## src/rtl/sysid_pkg.sv

```systemverilog
// Shared definitions for the system-ID peripheral: register word offsets,
// CTRL bit positions, decode selector and the CAPS word layout.
package sysid_pkg;

  localparam int unsigned ADDR_ID    = 0;
  localparam int unsigned ADDR_TS    = 1;
  localparam int unsigned ADDR_UP_LO = 2;
  localparam int unsigned ADDR_UP_HI = 3;
  localparam int unsigned ADDR_CTRL  = 4;
  localparam int unsigned ADDR_SCR0  = 5;

  localparam logic [7:0] SYSID_VERSION = 8'h02;

  localparam int unsigned CTRL_CLR = 0;
  localparam int unsigned CTRL_FRZ = 1;

  typedef enum logic [2:0] {
    REG_ID,
    REG_TS,
    REG_UP_LO,
    REG_UP_HI,
    REG_CTRL,
    REG_SCR,
    REG_NONE
  } reg_sel_e;

  function automatic logic [31:0] caps_word(input int unsigned n_scr,
                                            input int unsigned up_w,
                                            input logic        frz);
    return {SYSID_VERSION, 8'(n_scr), 8'(up_w), 6'b0, frz, 1'b0};
  endfunction

endpackage

```

## src/rtl/system_0_sysid_ext_if.sv

```systemverilog
// Avalon-MM slave bus bundle for the system-ID peripheral (no waitrequest).
interface system_0_sysid_ext_if #(
  parameter int unsigned ADDR_W = 4
);
  logic [ADDR_W-1:0] address;
  logic              read;
  logic              write;
  logic [31:0]       writedata;
  logic [31:0]       readdata;
  logic              readdatavalid;

  modport master (
    output address, read, write, writedata,
    input  readdata, readdatavalid
  );

  modport slave (
    input  address, read, write, writedata,
    output readdata, readdatavalid
  );
endinterface

```

## src/rtl/sysid_uptime_counter.sv

```systemverilog
// Free-running uptime counter with a high-word shadow captured on low-word reads,
// so a LO-then-HI read pair never tears.
module sysid_uptime_counter #(
  parameter int unsigned UPTIME_W = 64
) (
  input  logic                clock,
  input  logic                reset_n,
  input  logic                clear,
  input  logic                freeze,
  input  logic                snap,
  output logic [UPTIME_W-1:0] count,
  output logic [31:0]         hi_shadow
);

  logic [UPTIME_W-33:0] shadow_q;

  // Clear has priority over increment and also applies while frozen.
  always_ff @(posedge clock or negedge reset_n) begin
    if (!reset_n) begin
      count    <= '0;
      shadow_q <= '0;
    end else begin
      if (clear) begin
        count <= '0;
      end else if (!freeze) begin
        count <= count + UPTIME_W'(1);
      end
      if (snap) begin
        shadow_q <= count[UPTIME_W-1:32];
      end
    end
  end

  assign hi_shadow = 32'(shadow_q);

endmodule

```

## src/rtl/system_0_sysid_ext.sv

```systemverilog
// System-ID peripheral top: address decode, scratch words, CTRL/freeze,
// read mux and the registered one-cycle-latency read response.
module system_0_sysid_ext
  import sysid_pkg::*;
#(
  parameter logic [31:0] ID_VALUE  = 32'h0000_0000,
  parameter logic [31:0] TIMESTAMP = 32'd1720305019,
  parameter int unsigned UPTIME_W  = 64,
  parameter int unsigned N_SCRATCH = 2,
  parameter int unsigned ADDR_W    = 4
) (
  input logic                  clock,
  input logic                  reset_n,
  system_0_sysid_ext_if.slave  avs
);

  if (UPTIME_W < 33 || UPTIME_W > 64) begin : g_chk_uptime_w
    $error("UPTIME_W must be in 33..64");
  end
  if (N_SCRATCH < 1 || N_SCRATCH > 8) begin : g_chk_n_scratch
    $error("N_SCRATCH must be in 1..8");
  end
  if (5 + N_SCRATCH > (1 << ADDR_W)) begin : g_chk_addr_w
    $error("ADDR_W too small for the register map");
  end

  logic [31:0]         addr_w;
  logic                rd_en;
  logic                ctrl_wr;
  logic                freeze_q;
  logic [UPTIME_W-1:0] up_count;
  logic [31:0]         up_hi;
  logic                unused_up_hi;
  logic [31:0]         scratch [N_SCRATCH];
  reg_sel_e            sel;
  logic [31:0]         rd_mux;

  assign addr_w  = 32'(avs.address);
  // A write in the same cycle as a read wins; the read is dropped.
  assign rd_en   = avs.read & ~avs.write;
  assign ctrl_wr = avs.write & (addr_w == ADDR_CTRL);

  always_comb begin
    sel = REG_NONE;
    if (addr_w == ADDR_ID)         sel = REG_ID;
    else if (addr_w == ADDR_TS)    sel = REG_TS;
    else if (addr_w == ADDR_UP_LO) sel = REG_UP_LO;
    else if (addr_w == ADDR_UP_HI) sel = REG_UP_HI;
    else if (addr_w == ADDR_CTRL)  sel = REG_CTRL;
    else if (addr_w >= ADDR_SCR0 && addr_w < ADDR_SCR0 + N_SCRATCH) sel = REG_SCR;
  end

  sysid_uptime_counter #(
    .UPTIME_W(UPTIME_W)
  ) u_uptime (
    .clock    (clock),
    .reset_n  (reset_n),
    .clear    (ctrl_wr & avs.writedata[CTRL_CLR]),
    .freeze   (freeze_q),
    .snap     (rd_en & (sel == REG_UP_LO)),
    .count    (up_count),
    .hi_shadow(up_hi)
  );

  assign unused_up_hi = ^up_count[UPTIME_W-1:32];

  always_ff @(posedge clock or negedge reset_n) begin
    if (!reset_n) begin
      freeze_q <= 1'b0;
    end else if (ctrl_wr) begin
      freeze_q <= avs.writedata[CTRL_FRZ];
    end
  end

  always_ff @(posedge clock or negedge reset_n) begin
    if (!reset_n) begin
      for (int unsigned i = 0; i < N_SCRATCH; i++) scratch[i] <= '0;
    end else if (avs.write) begin
      for (int unsigned i = 0; i < N_SCRATCH; i++) begin
        if (addr_w == ADDR_SCR0 + i) scratch[i] <= avs.writedata;
      end
    end
  end

  always_comb begin
    rd_mux = '0;
    case (sel)
      REG_ID:    rd_mux = ID_VALUE;
      REG_TS:    rd_mux = TIMESTAMP;
      REG_UP_LO: rd_mux = up_count[31:0];
      REG_UP_HI: rd_mux = up_hi;
      REG_CTRL:  rd_mux = caps_word(N_SCRATCH, UPTIME_W, freeze_q);
      REG_SCR: begin
        for (int unsigned i = 0; i < N_SCRATCH; i++) begin
          if (addr_w == ADDR_SCR0 + i) rd_mux = scratch[i];
        end
      end
      default:   rd_mux = '0;
    endcase
  end

  always_ff @(posedge clock or negedge reset_n) begin
    if (!reset_n) begin
      avs.readdata      <= '0;
      avs.readdatavalid <= 1'b0;
    end else begin
      avs.readdatavalid <= rd_en;
      if (rd_en) avs.readdata <= rd_mux;
    end
  end

endmodule

```

## src/flat_wrapper.sv

```systemverilog
// flat-port wrapper written by rule: the top's interface ports become plain ports
module system_0_sysid_ext_flat import sysid_pkg::*;
#(
  parameter logic [31:0] ID_VALUE  = 32'h0000_0000,
  parameter logic [31:0] TIMESTAMP = 32'd1720305019,
  parameter int unsigned UPTIME_W  = 64,
  parameter int unsigned N_SCRATCH = 2,
  parameter int unsigned ADDR_W    = 4
)
  (clock, reset_n, avs_address, avs_read, avs_write, avs_writedata, avs_readdata, avs_readdatavalid);
  system_0_sysid_ext_if #(.ADDR_W(ADDR_W)) avs_i ();
  input logic clock;
  input logic reset_n;
  input wire logic [$bits(avs_i.address)-1:0] avs_address;
  input wire logic [$bits(avs_i.read)-1:0] avs_read;
  input wire logic [$bits(avs_i.write)-1:0] avs_write;
  input wire logic [$bits(avs_i.writedata)-1:0] avs_writedata;
  output wire logic [$bits(avs_i.readdata)-1:0] avs_readdata;
  output wire logic [$bits(avs_i.readdatavalid)-1:0] avs_readdatavalid;
  assign avs_i.address = avs_address;
  assign avs_i.read = avs_read;
  assign avs_i.write = avs_write;
  assign avs_i.writedata = avs_writedata;
  assign avs_readdata = avs_i.readdata;
  assign avs_readdatavalid = avs_i.readdatavalid;
  system_0_sysid_ext #(.ID_VALUE(ID_VALUE), .TIMESTAMP(TIMESTAMP), .UPTIME_W(UPTIME_W), .N_SCRATCH(N_SCRATCH), .ADDR_W(ADDR_W)) u_core (.clock(clock), .reset_n(reset_n), .avs(avs_i));
endmodule
```

## config.mk

```make
export PLATFORM = sky130hd
export DESIGN_NAME = system_0_sysid_ext_flat
export DESIGN_NICKNAME = d
export VERILOG_FILES = /design/src/rtl/sysid_pkg.sv /design/src/rtl/system_0_sysid_ext_if.sv /design/src/rtl/sysid_uptime_counter.sv /design/src/rtl/system_0_sysid_ext.sv /design/src/flat_wrapper.sv
export SDC_FILE = /design/constraint.sdc
export NUM_CORES = 1
export LEC_CHECK = 0
export CORE_MARGIN = 1.5
export CORE_UTILIZATION = 30
export CTS_BUF_LIST = sky130_fd_sc_hd__clkbuf_4 sky130_fd_sc_hd__clkbuf_8 sky130_fd_sc_hd__clkbuf_16
export CTS_CLUSTER_SIZE = 25
export DETAILED_ROUTE_END_ITERATION = 10
export GPL_ROUTABILITY_DRIVEN = 0
export GPL_TIMING_DRIVEN = 0
export PLACE_DENSITY = 0.46
export SLEW_MARGIN = 20
export SYNTH_ARGS = -nofsm -noshare
export SYNTH_HDL_FRONTEND = slang
export SYNTH_SLANG_ARGS = --single-unit
```

## constraint.sdc

```tcl
create_clock -name clock -period 2.2 [get_ports clock]
set_input_delay 0.44 -clock clock [delete_from_list [all_inputs] [get_ports clock]]
set_output_delay 0.44 -clock clock [all_outputs]
set_load 0.005 [all_outputs]
```

==> results of run 1 <==
-- cell families (layout without fill, tap and decap cells) --
family	Yosys count	after routing	share of synthesized area (%)
adder cells (fa/ha/maj)	1	1	0.139
buffers and inverters	64	202	2.99
multiplexers	94	94	11.8
AO/OA/AOI/OAI	171	171	13.2
flip-flops	194	194	54.0
AND/OR/NAND/NOR	261	261	15.4
XOR/XNOR	25	25	2.44
-- Yosys cell counts, types with 2 or more instances --
cell type  instances  share of area [%]
inv_1             10               0.42
or2_2              4               0.28
nor4_1            14               0.98
o211ai_1           2               0.17
and3_1             6               0.42
nor2_1            35                1.5
buf_2              2               0.11
nor2b_1            2               0.14
or3_1             23                1.6
a31o_2             2               0.20
a22o_1            32                3.1
o31ai_1           18                1.5
xor2_1             8               0.78
a222oi_1          14                1.6
a22oi_1            5               0.42
xnor2_1           17                1.7
buf_1              6               0.25
a21oi_1           41                2.3
o21ai_0           37                2.1
nor3_1            13               0.72
dfrtp_1          194                 54
or4_1             23                1.9
nand3_1           40                2.2
a221oi_1          14                1.4
clkbuf_1          42                1.8
nand2b_1           4               0.28
buf_6              3               0.38
mux2_2            93                 12
nand4_1           21                1.5
nand2_1           67                2.8
o21a_1             2               0.17
-- what timing repair did --
action | 4_1_cts | 5_1_grt
gates resized for setup | 58 | 60
pin swaps | 14 | 6
gates cloned | 0 | 0
endpoints found under the setup margin | 190 | 161
hold buffers | 1 | 0
buffers inserted | 32 | 9
endpoints found under the hold margin | 51 | 0
-- cell usage in the layout, fill, tap and decap left out, drive strengths merged, types with 3 or more instances in the layout --
cell type	count
or4	23
or4b	3
dlygate4sd2	3
nand2	67
a222oi	14
nand4	21
buf	53
xor2	8
o21ai	37
o31ai	18
a22o	32
nor4	15
nor2	35
inv	16
nor3	13
a22oi	5
nand2b	4
clkbuf	56
or3	23
a21oi	41
and3	6
or2	4
mux2	93
xnor2	17
dfrtp	194
clkdlybuf4s50	65
clkinv	5
a221oi	14
nand3	40
-- sequential cells by signal, indices dropped and copies added (netlist names) --
signal and flops:
u_core.u_uptime.hi_shadow 32, u_core.scratch 64, u_core.avs.readdatavalid 1, u_core.avs.readdata 32, u_core.freeze_q 1, u_core.u_uptime.count 64
-- stage by stage --
step	instance area [um^2]	hold slack, ns	instances	worst slack, ns
6_report	11500	0.390	1338	-0.132
2_1_floorplan	9020	0.144	810	-0.281
3_3_place_gp	10200	0.466	1269	-8.08
5_1_grt	11500	0.402	1338	-0.222
4_1_cts	11300	0.378	1331	-0.114
3_5_place_dp	10300	0.399	1271	-1.36
-- routing by layer --
metal / share of wire, % / vias to the layer above / GRT usage [%]
met3: 3.9 / 32 / 2.80
li1: - / 3295 / -
met1: 48 / 3683 / 27.7
met5: 0 / - / 0
met2: 47 / 165 / 30.9
met4: 1.7 / 0 / 5.06
-- final timing paths --
check / from / to / slack (ns) / cells after the start
max in group asynchronous: reset_n / u_core.u_uptime.count[20] / 0.90 / 3
hold / removal: avs_write / u_core.freeze_q / 0.39 / 2
setup reg to reg: u_core.u_uptime.count[4] / u_core.u_uptime.count[61] / -0.13 / 6
setup / recovery: u_core.u_uptime.count[4] / u_core.u_uptime.count[61] / -0.13 / 6
hold reg to reg: u_core.avs.readdata[31] / u_core.avs.readdata[31] / 0.48 / 2
min in group asynchronous: reset_n / u_core.u_uptime.hi_shadow[9] / 0.51 / 2
-- report_power, final --
group	switching, uW	internal, uW	total (uW)
Sequential	317	4000	4310
Clock	1600	1640	3240
Combinational	638	708	1350
-- worst max-delay path, stage by stage (launching register included) --
cell and delay, ns:
dfrtp_1 0.38, nand4_1 0.17, or3_4 0.39, or4b_4 0.54, buf_8 0.17, or4b_1 0.48
a21oi_2 0.13
-- final cells by class --
class / count / area [um^2] / area share [%]
Clock inverter: 14 / 169 / 1.47
Multi-Input combinational cell: 552 / 4090 / 35.7
Buffer: 48 / 304 / 2.65
Inverter: 10 / 37.5 / 0.328
Clock buffer: 18 / 433 / 3.78
Timing Repair Buffer: 112 / 1060 / 9.26
Tap cell: 390 / 488 / 4.26
Sequential cell: 194 / 4870 / 42.5
==> results.md, run 1 <==
* Relative slew slack at roughly 50%
* Pwr per Cell Area at roughly 780 nW/um^2
* Vias per cell at approximately 5.4
* Layout cells sized above 1 at between 20% and 30%
* Final worst path period share at 106%
* Remaining DRCs at 0
* Core box area at 29600 um^2
* Drt first pass iters at 8
* Post-synth EDFFs at 0
* I/O pins at 73
* Diode count at 0
* Nets at 976
* Post-Syn Area at 8980 um^2
* Synthesis Warnings at 0
* Final Max Slew Viols at 0
* Count of final setup violators at 16
* Post-layout min period at 2.33 ns
* Overflow after GRT at 0
* Setup ws final at -0.132 ns
* Initial Utilization at between 30 and 40%
* Max cap viols at 0
* DP HPWL at around 20 mm
* First-iteration detailed-routing DRC count at between 600 and 700
* Total GRT Usage at between 10% and 20%
* Worst endpoint data arrival time at approximately 2.7 ns
* Register bit total from synthesis at 194
* Antenna Nets Post-Route at 0
* Die X at roughly 180 um
* Overall routed net length at 28.8 mm
* Lkg Pwr at 0.00471 uW
* CTS tree: built
* Via count of the first global-routing pass at 7211
* Asr flop ratio synth at 100%
* Worst path required time at approximately 2.6 ns
* Rows at 63
* VDD IR max at roughly 0.49 mV
* Mapped Cells at 810
* Clk slew on worst S/H paths at roughly 0.080 ns
* Failing checks: setup timing
* CTS root buffer: clkbuf_16
* Area grow syn2layout at 27.6%
* Port Buffer Count at between 60 and 70
* Syn Area/Cell at 11.1 um^2
* Largest net degree at the start of global routing at 85
* Antenna violations before repair at 1
* Vias after detailed routing at between 7000 and 8000
* Top FF cell, synth: dfrtp_1
* Worst-Margin Slew at between 0.7 and 0.8 ns
* CP Capture Type: flip-flop
* Final Power at between 8000 and 9000 uW
* Fill cells at roughly 2900
* H-tree depth at 4
* Die height at 176 um
* Net Count, Synth at about 850
* Fin util at 38.8%
* Clock Sinks at 194
* Wire per inst at approximately 21 um
* Fmax at between 0.4 and 0.5 GHz
* TNS Setup at -1.05 ns
* Post-synth cell types at between 40 and 50
* Clock Latency Late Sink at approximately 0.45 ns
* Deepest clock path buffer count at 2
* Clk_skew at between 0.01 and 0.015 ns
* Crit path launch type: flip-flop
* First-pass GRT wire length at between 40 and 50 mm
* Total CTS buffers at 17
* Status: complete, but fails checks
* Post-synthesis sequential area ratio at 54.0%
* Crit Path Max Fanout at 10
* DIE AREA at roughly 31000 um^2
* Hold Crit Class: in2reg
* Final Hold Fails at 0
* Setup CP Type: reg2reg
* RSZ-0062 raised after global routing: true
Power figures use the tool's default switching activity.
==> run 2, diff against run 1 <==
--- a/config.mk
+++ b/config.mk
@@ -12,7 +12,7 @@
 export DETAILED_ROUTE_END_ITERATION = 10
 export GPL_ROUTABILITY_DRIVEN = 0
 export GPL_TIMING_DRIVEN = 0
-export PLACE_DENSITY = 0.46
+export PLACE_DENSITY = 0.45
 export SLEW_MARGIN = 20
 export SYNTH_ARGS = -nofsm -noshare
 export SYNTH_HDL_FRONTEND = slang
==> constraint.sdc (replaced) <==
create_clock -name clock -period 3 [get_ports clock]
set_input_delay 0.6 -clock clock [delete_from_list [all_inputs] [get_ports clock]]
set_output_delay 0.6 -clock clock [all_outputs]
set_load 0.005 [all_outputs]
==> results.md, run 2 (synthesized netlist as in run 1, its figures left out) <==
* Status: complete, no violations
* Vias per cell at ~5.2
* Final worst path period share at a little over nine tenths
* Rows at 63
* First-pass GRT wire length at between 40 and 50 mm
* Crit-path cells: clkdlybuf4s50_1 -> nor4b_4 -> buf_4 -> a31oi_1 -> buf_6 -> or4b_4 -> buf_6 -> buf_2 -> o41ai_1 -> a21oi_1
* Dpl cell area at roughly 10000 um^2
* Final Max Slew Viols at 0
* Port Buffer Count at 69
* H-tree depth at 4
* Crit path launch type: input pin
* Lkg Pwr at between 0.004 and 0.005 uW
* Clock Sinks at approximately 190
* Worst path required time at about 3.3 ns
* Initial Utilization at between 30% and 40%
* Layout cells sized above 1 at around 17%
* Deepest clock path buffer count at 2
* CTS tree: built
* I/O pins at 73
* Worst path bufs/invs at 5
* CTS Hold Bufs at 0
* FF+latch area at around 4900 um^2
* DP Worst Slack at -0.513 ns
* Max cap viols at 0
* Setup CP Type: in2reg
* Core box area at slightly below 30000 um^2
* VDD IR max at between 0.3 and 0.4 mV
* Post-layout min period at 2.88 ns
* Total CTS buffers at 17
* Vias after detailed routing at slightly below 7000
* Drt first pass iters at 8
* CTS root buffer: clkbuf_16
* Worst endpoint data arrival time at roughly 3.2 ns
* Relative slew slack at 40.5%
* Worst stage delay on the critical path at between 0.5 and 0.6 ns
* Setup ws final at between 0.1 and 0.15 ns
* Commonest non-fill, non-tap cells in the layout: dfrtp_1, mux2_2, clkdlybuf4s50_1, nand2_1, a21oi_1
* Antenna violations before repair at 0
* Via count of the first global-routing pass at roughly 7000
* DIE AREA at between 30000 and 40000 um^2
* Fmax at between 0.3 and 0.4 GHz
* Wire per inst at a little over 20 um
* Area grow syn2layout at 21.6%
* Final Power at around 6400 uW
* Crit-path leading delay family: buffers and inverters
* Clock Latency Late Sink at approximately 0.44 ns
* Leading cell type in the layout, fill and taps excluded: dfrtp_1
* Total GRT Usage at approximately 18%
* DP HPWL at around 20 mm
* Overflow after GRT at 0
* First-iteration detailed-routing DRC count at between 500 and 600
* Count of final setup violators at 0
* Nets at about 940
* Slowest CP cell: or4b_4
* RSZ-0062 raised after global routing: false
* Fill cells at 2973
* Hold Crit Class: in2async
* Diode count at 0
* Clk_skew at about 0.017 ns
* Pwr per Cell Area at approximately 590 nW/um^2
* Largest net degree at the start of global routing at 91
* Remaining DRCs at 0
* Worst-Margin Slew at 0.885 ns
* Die X at between 150 and 200 um
* Crit-path most repeated cell: buf_6
* Die height at 176 um
* Overall routed net length at around 27 mm
* Top flop regs: u_core.scratch: 64 flops, u_core.u_uptime.count: 64 flops
* Final Hold Fails at 0
* Multi-input logic area at 3870 um^2
* Crit Path Max Fanout at 10
* CP Capture Type: flip-flop
* Fin area at about 11000 um^2
* Hold_ws at 0.0167 ns
* Antenna Nets Post-Route at 0
* Clk slew on worst S/H paths at around 0.08 ns
## run 2: worst reg2reg max path: cells and delay by family (launching register included)
family,cells,cell delay [ns]
AND/OR/NAND/NOR,3,1.10
buffers and inverters,3,0.57
AO/OA/AOI/OAI,2,0.47
flip-flops,1,0.53
## run 2: final cells by class
| cell class | count | share of cell area (%) |
|---|---|---|
| inverter | 10 | 0.344 |
| buffer | 53 | 2.14 |
| sequential | 194 | 44.5 |
| multi-input combinational | 552 | 35.5 |
| clock inverter | 14 | 1.95 |
| timing repair buffer | 75 | 7.13 |
| tap | 390 | 4.47 |
| clock buffer | 18 | 4.02 |
## run 2: routing by layer
| metal | vias to the layer above | wire, um | track usage, % |
|---|---|---|---|
| met5 | - | 0 | 0 |
| met1 | 3392 | 13300 | 25.9 |
| li1 | 3241 | - | - |
| met4 | 0 | 379 | 4.56 |
| met2 | 141 | 12700 | 29.6 |
| met3 | 22 | 738 | 2.52 |
## run 2: stage by stage
stage / util, % / TNS [ns] / instances
CTS: 36.8 / 0 / 1304
detailed placement: 34.6 / -51.66 / 1272
floorplan: - / 0 / 810
global placement: 34.4 / -1485.63 / 1269
global route: 36.9 / 0 / 1306
finish: 36.9 / 0 / 1306
## run 2: final timing paths
path	start	end	slack, ns	cells after the start
max reg2reg	u_core.u_uptime.count[6]	u_core.u_uptime.count[61]	0.21	8
max in group asynchronous	reset_n	u_core.u_uptime.hi_shadow[5]	2.24	2
max	avs_address[2]	u_core.u_uptime.count[61]	0.12	10
min	reset_n	u_core.avs.readdata[26]	0.02	1
min reg2reg	u_core.avs.readdata[7]	u_core.avs.readdata[7]	0.48	2
min in group clock	u_core.avs.readdata[7]	u_core.avs.readdata[7]	0.48	2
## run 2: what timing repair did
action                                  in CTS  in global routing
setup buffers                                0                  3
pin swaps                                    0                  1
endpoints found under the setup margin      14                 49
resized for setup                            3                  6
## run 2: power by group
part           total, uW  internal [uW]  switching (uW)
clock network       2470           1320            1160
logic                745            393             352
registers           3190           2930             268
total               6410           4640            1780
==> run 3, diff against run 2 <==
--- a/config.mk
+++ b/config.mk
@@ -6,13 +6,13 @@
 export NUM_CORES = 1
 export LEC_CHECK = 0
 export CORE_MARGIN = 1.5
-export CORE_UTILIZATION = 30
+export CORE_UTILIZATION = 55
 export CTS_BUF_LIST = sky130_fd_sc_hd__clkbuf_4 sky130_fd_sc_hd__clkbuf_8 sky130_fd_sc_hd__clkbuf_16
 export CTS_CLUSTER_SIZE = 25
 export DETAILED_ROUTE_END_ITERATION = 10
 export GPL_ROUTABILITY_DRIVEN = 0
 export GPL_TIMING_DRIVEN = 0
-export PLACE_DENSITY = 0.45
+export PLACE_DENSITY = 0.74
 export SLEW_MARGIN = 20
 export SYNTH_ARGS = -nofsm -noshare
 export SYNTH_HDL_FRONTEND = slang
==> results.md, run 3 (synthesized netlist as in run 1, its figures left out) <==
* Status: complete, no violations
* Vias after detailed routing at around 7300
* Layout cells sized above 1 at between 15 and 20%
* Crit path launch type: input pin
* Clk_skew at about 0.0074 ns
* Overall routed net length at 24.2 mm
* Setup CP Type: in2reg
* H-tree depth at 4
* Leading cell type in the layout, fill and taps excluded: dfrtp_1
* Remaining DRCs at 0
* Vias per cell at between 6 and 7
* Top flop regs: u_core.scratch: 64 flops, u_core.u_uptime.count: 64 flops
* Die X at around 130 um
* Setup ws final at between 0.07 and 0.08 ns
* I/O pins at 73
* Clock Latency Late Sink at 0.44 ns
* Most crowded layer after global routing: met2
* Final Max Slew Viols at 0
* Met3 usage at about 3.8%
* Worst-Margin Slew at between 0.8 and 0.9 ns
* Clk slew on worst S/H paths at ~0.070 ns
* CP Capture Type: flip-flop
* Total GRT Usage at 29.8%
* CTS tree: built
* Worst endpoint data arrival time at approximately 3.2 ns
* R2r setup slk at 0.20 ns
* Count of final setup violators at 0
* Area grow syn2layout at 18.1%
* Lkg Pwr at approximately 0.0044 uW
* Diode count at 0
* VDD IR max at 0.422 mV
* Final Hold Fails at 0
* Met2 Use GR at around 49%
* Final worst path period share at 97.4%
* Overflow after GRT at 0
* Nets at about 940
* DP HPWL at 17.8 mm
* CTS root buffer: clkbuf_16
* Largest net degree at the start of global routing at 106
* Commonest non-fill, non-tap cells in the layout: dfrtp_1, mux2_2, clkdlybuf4s50_1, nand2_1
* Worst reg-to-reg path cell count at 7
* Antenna violations before repair at 0
* Fin util at 66.6%
* Initial Utilization at a little under three fifths
* First-pass GRT wire length at 38.3 mm
* Crit Reg-Reg Endpoint: u_core.u_uptime.count[59]
* Worst path required time at about 3.3 ns
* Antenna Nets Post-Route at 0
* DIE AREA at between 15000 and 20000 um^2
* Finished Layout Cells at 1131
* Worst r2r src: u_core.u_uptime.count[10]
* CTS Hold Bufs at 0
* Via count of the first global-routing pass at just over 7000
* Grt met1 use at between 40% and 50%
* DP Worst Slack at -0.434 ns
* Fill cells at around 1200
* Relative slew slack at 43.5%
* Total CTS buffers at 17
* Max cap viols at 0
* First-iteration detailed-routing DRC count at a little under 600
* Rows at 46
* Clock Sinks at between 150 and 200
* Fmax at 0.342 GHz
* Hold_ws at roughly 0.14 ns
* Wire per inst at between 20 and 25 um
* Hold Crit Class: in2async
* Final Power at just over 6000 uW
* Crit Path Max Fanout at 10
* Die height at approximately 130 um
* Drt first pass iters at 6
* Core box area at 15900 um^2
* Post-layout min period at just under 3 ns
* Cell total after placement at ~1100
* Port Buffer Count at 69
* Deepest clock path buffer count at 2
* Pwr per Cell Area at roughly 580 nW/um^2
[run 3: cell types whose count changed in the layout (fill, tap and decap cells not counted), moves of 2 or more]
cell        change
clkbuf_1        +2
clkinv_4        +2
clkinv_8        -5
inv_8           -3
buf_2           -3
clkinvlp_4      +4
[run 3: what timing repair did]
action | CTS | global route
endpoints found under the setup margin | 0 | 87
resized for setup | 0 | 8
buffers inserted | 0 | 3
[run 3: power breakdown]
group	switching, uW	internal [uW]	total, uW
clock network	1020	1210	2240
logic	364	391	756
registers	263	2930	3190
[run 3: cell type report]
type | count | area [um^2] | area share [%]
tap | 216 | 270 | 2.55
timing repair buffer | 73 | 746 | 7.03
multi-input combinational | 552 | 3880 | 36.6
buffer | 54 | 236 | 2.23
clock buffer | 20 | 460 | 4.34
inverter | 10 | 37.5 | 0.354
clock inverter | 12 | 124 | 1.17
sequential | 194 | 4850 | 45.8
[run 3: how the worst max path moves through the flow]
stage / start / to / slack (ns) / cells past startpoint
final: avs_address[3] / u_core.u_uptime.count[61] / 0.08 / 10
after global routing: avs_address[3] / u_core.u_uptime.count[61] / -0.02 / 10
after CTS: avs_address[3] / u_core.scratch[29] / 0.005 / 8
after global placement: reset_n / u_core.u_uptime.count[57] / -6.20 / 1
after floorplan: avs_address[0] / u_core.u_uptime.count[57] / 0.27 / 8
after detailed placement: avs_address[3] / u_core.scratch[22] / -0.43 / 8
[run 3: stage by stage]
stage / cell area (um^2) / TNS [ns]
2_1_floorplan: 8980 / 0
3_3_place_gp: 9940 / -1224.30
3_5_place_dp: 9980 / -34.55
4_1_cts: 10600 / 0
5_1_grt: 10600 / -0.0199
6_report: 10600 / 0
[run 3: routing by layer]
layer | up-vias | share of wire, %
met5 | - | 0
met1 | 3701 | 41
li1 | 3240 | -
met2 | 321 | 48
met4 | 0 | 3.3
met3 | 60 | 7.1
[run 3: critical path, stage by stage]
cell,delay (ns)
clkdlybuf4s50_1,0.47
nor4b_4,0.29
buf_4,0.19
a31oi_2,0.13
buf_6,0.17
or4b_4,0.54
buf_6,0.16
buf_2,0.20
o41ai_1,0.35
a21oi_1,0.10
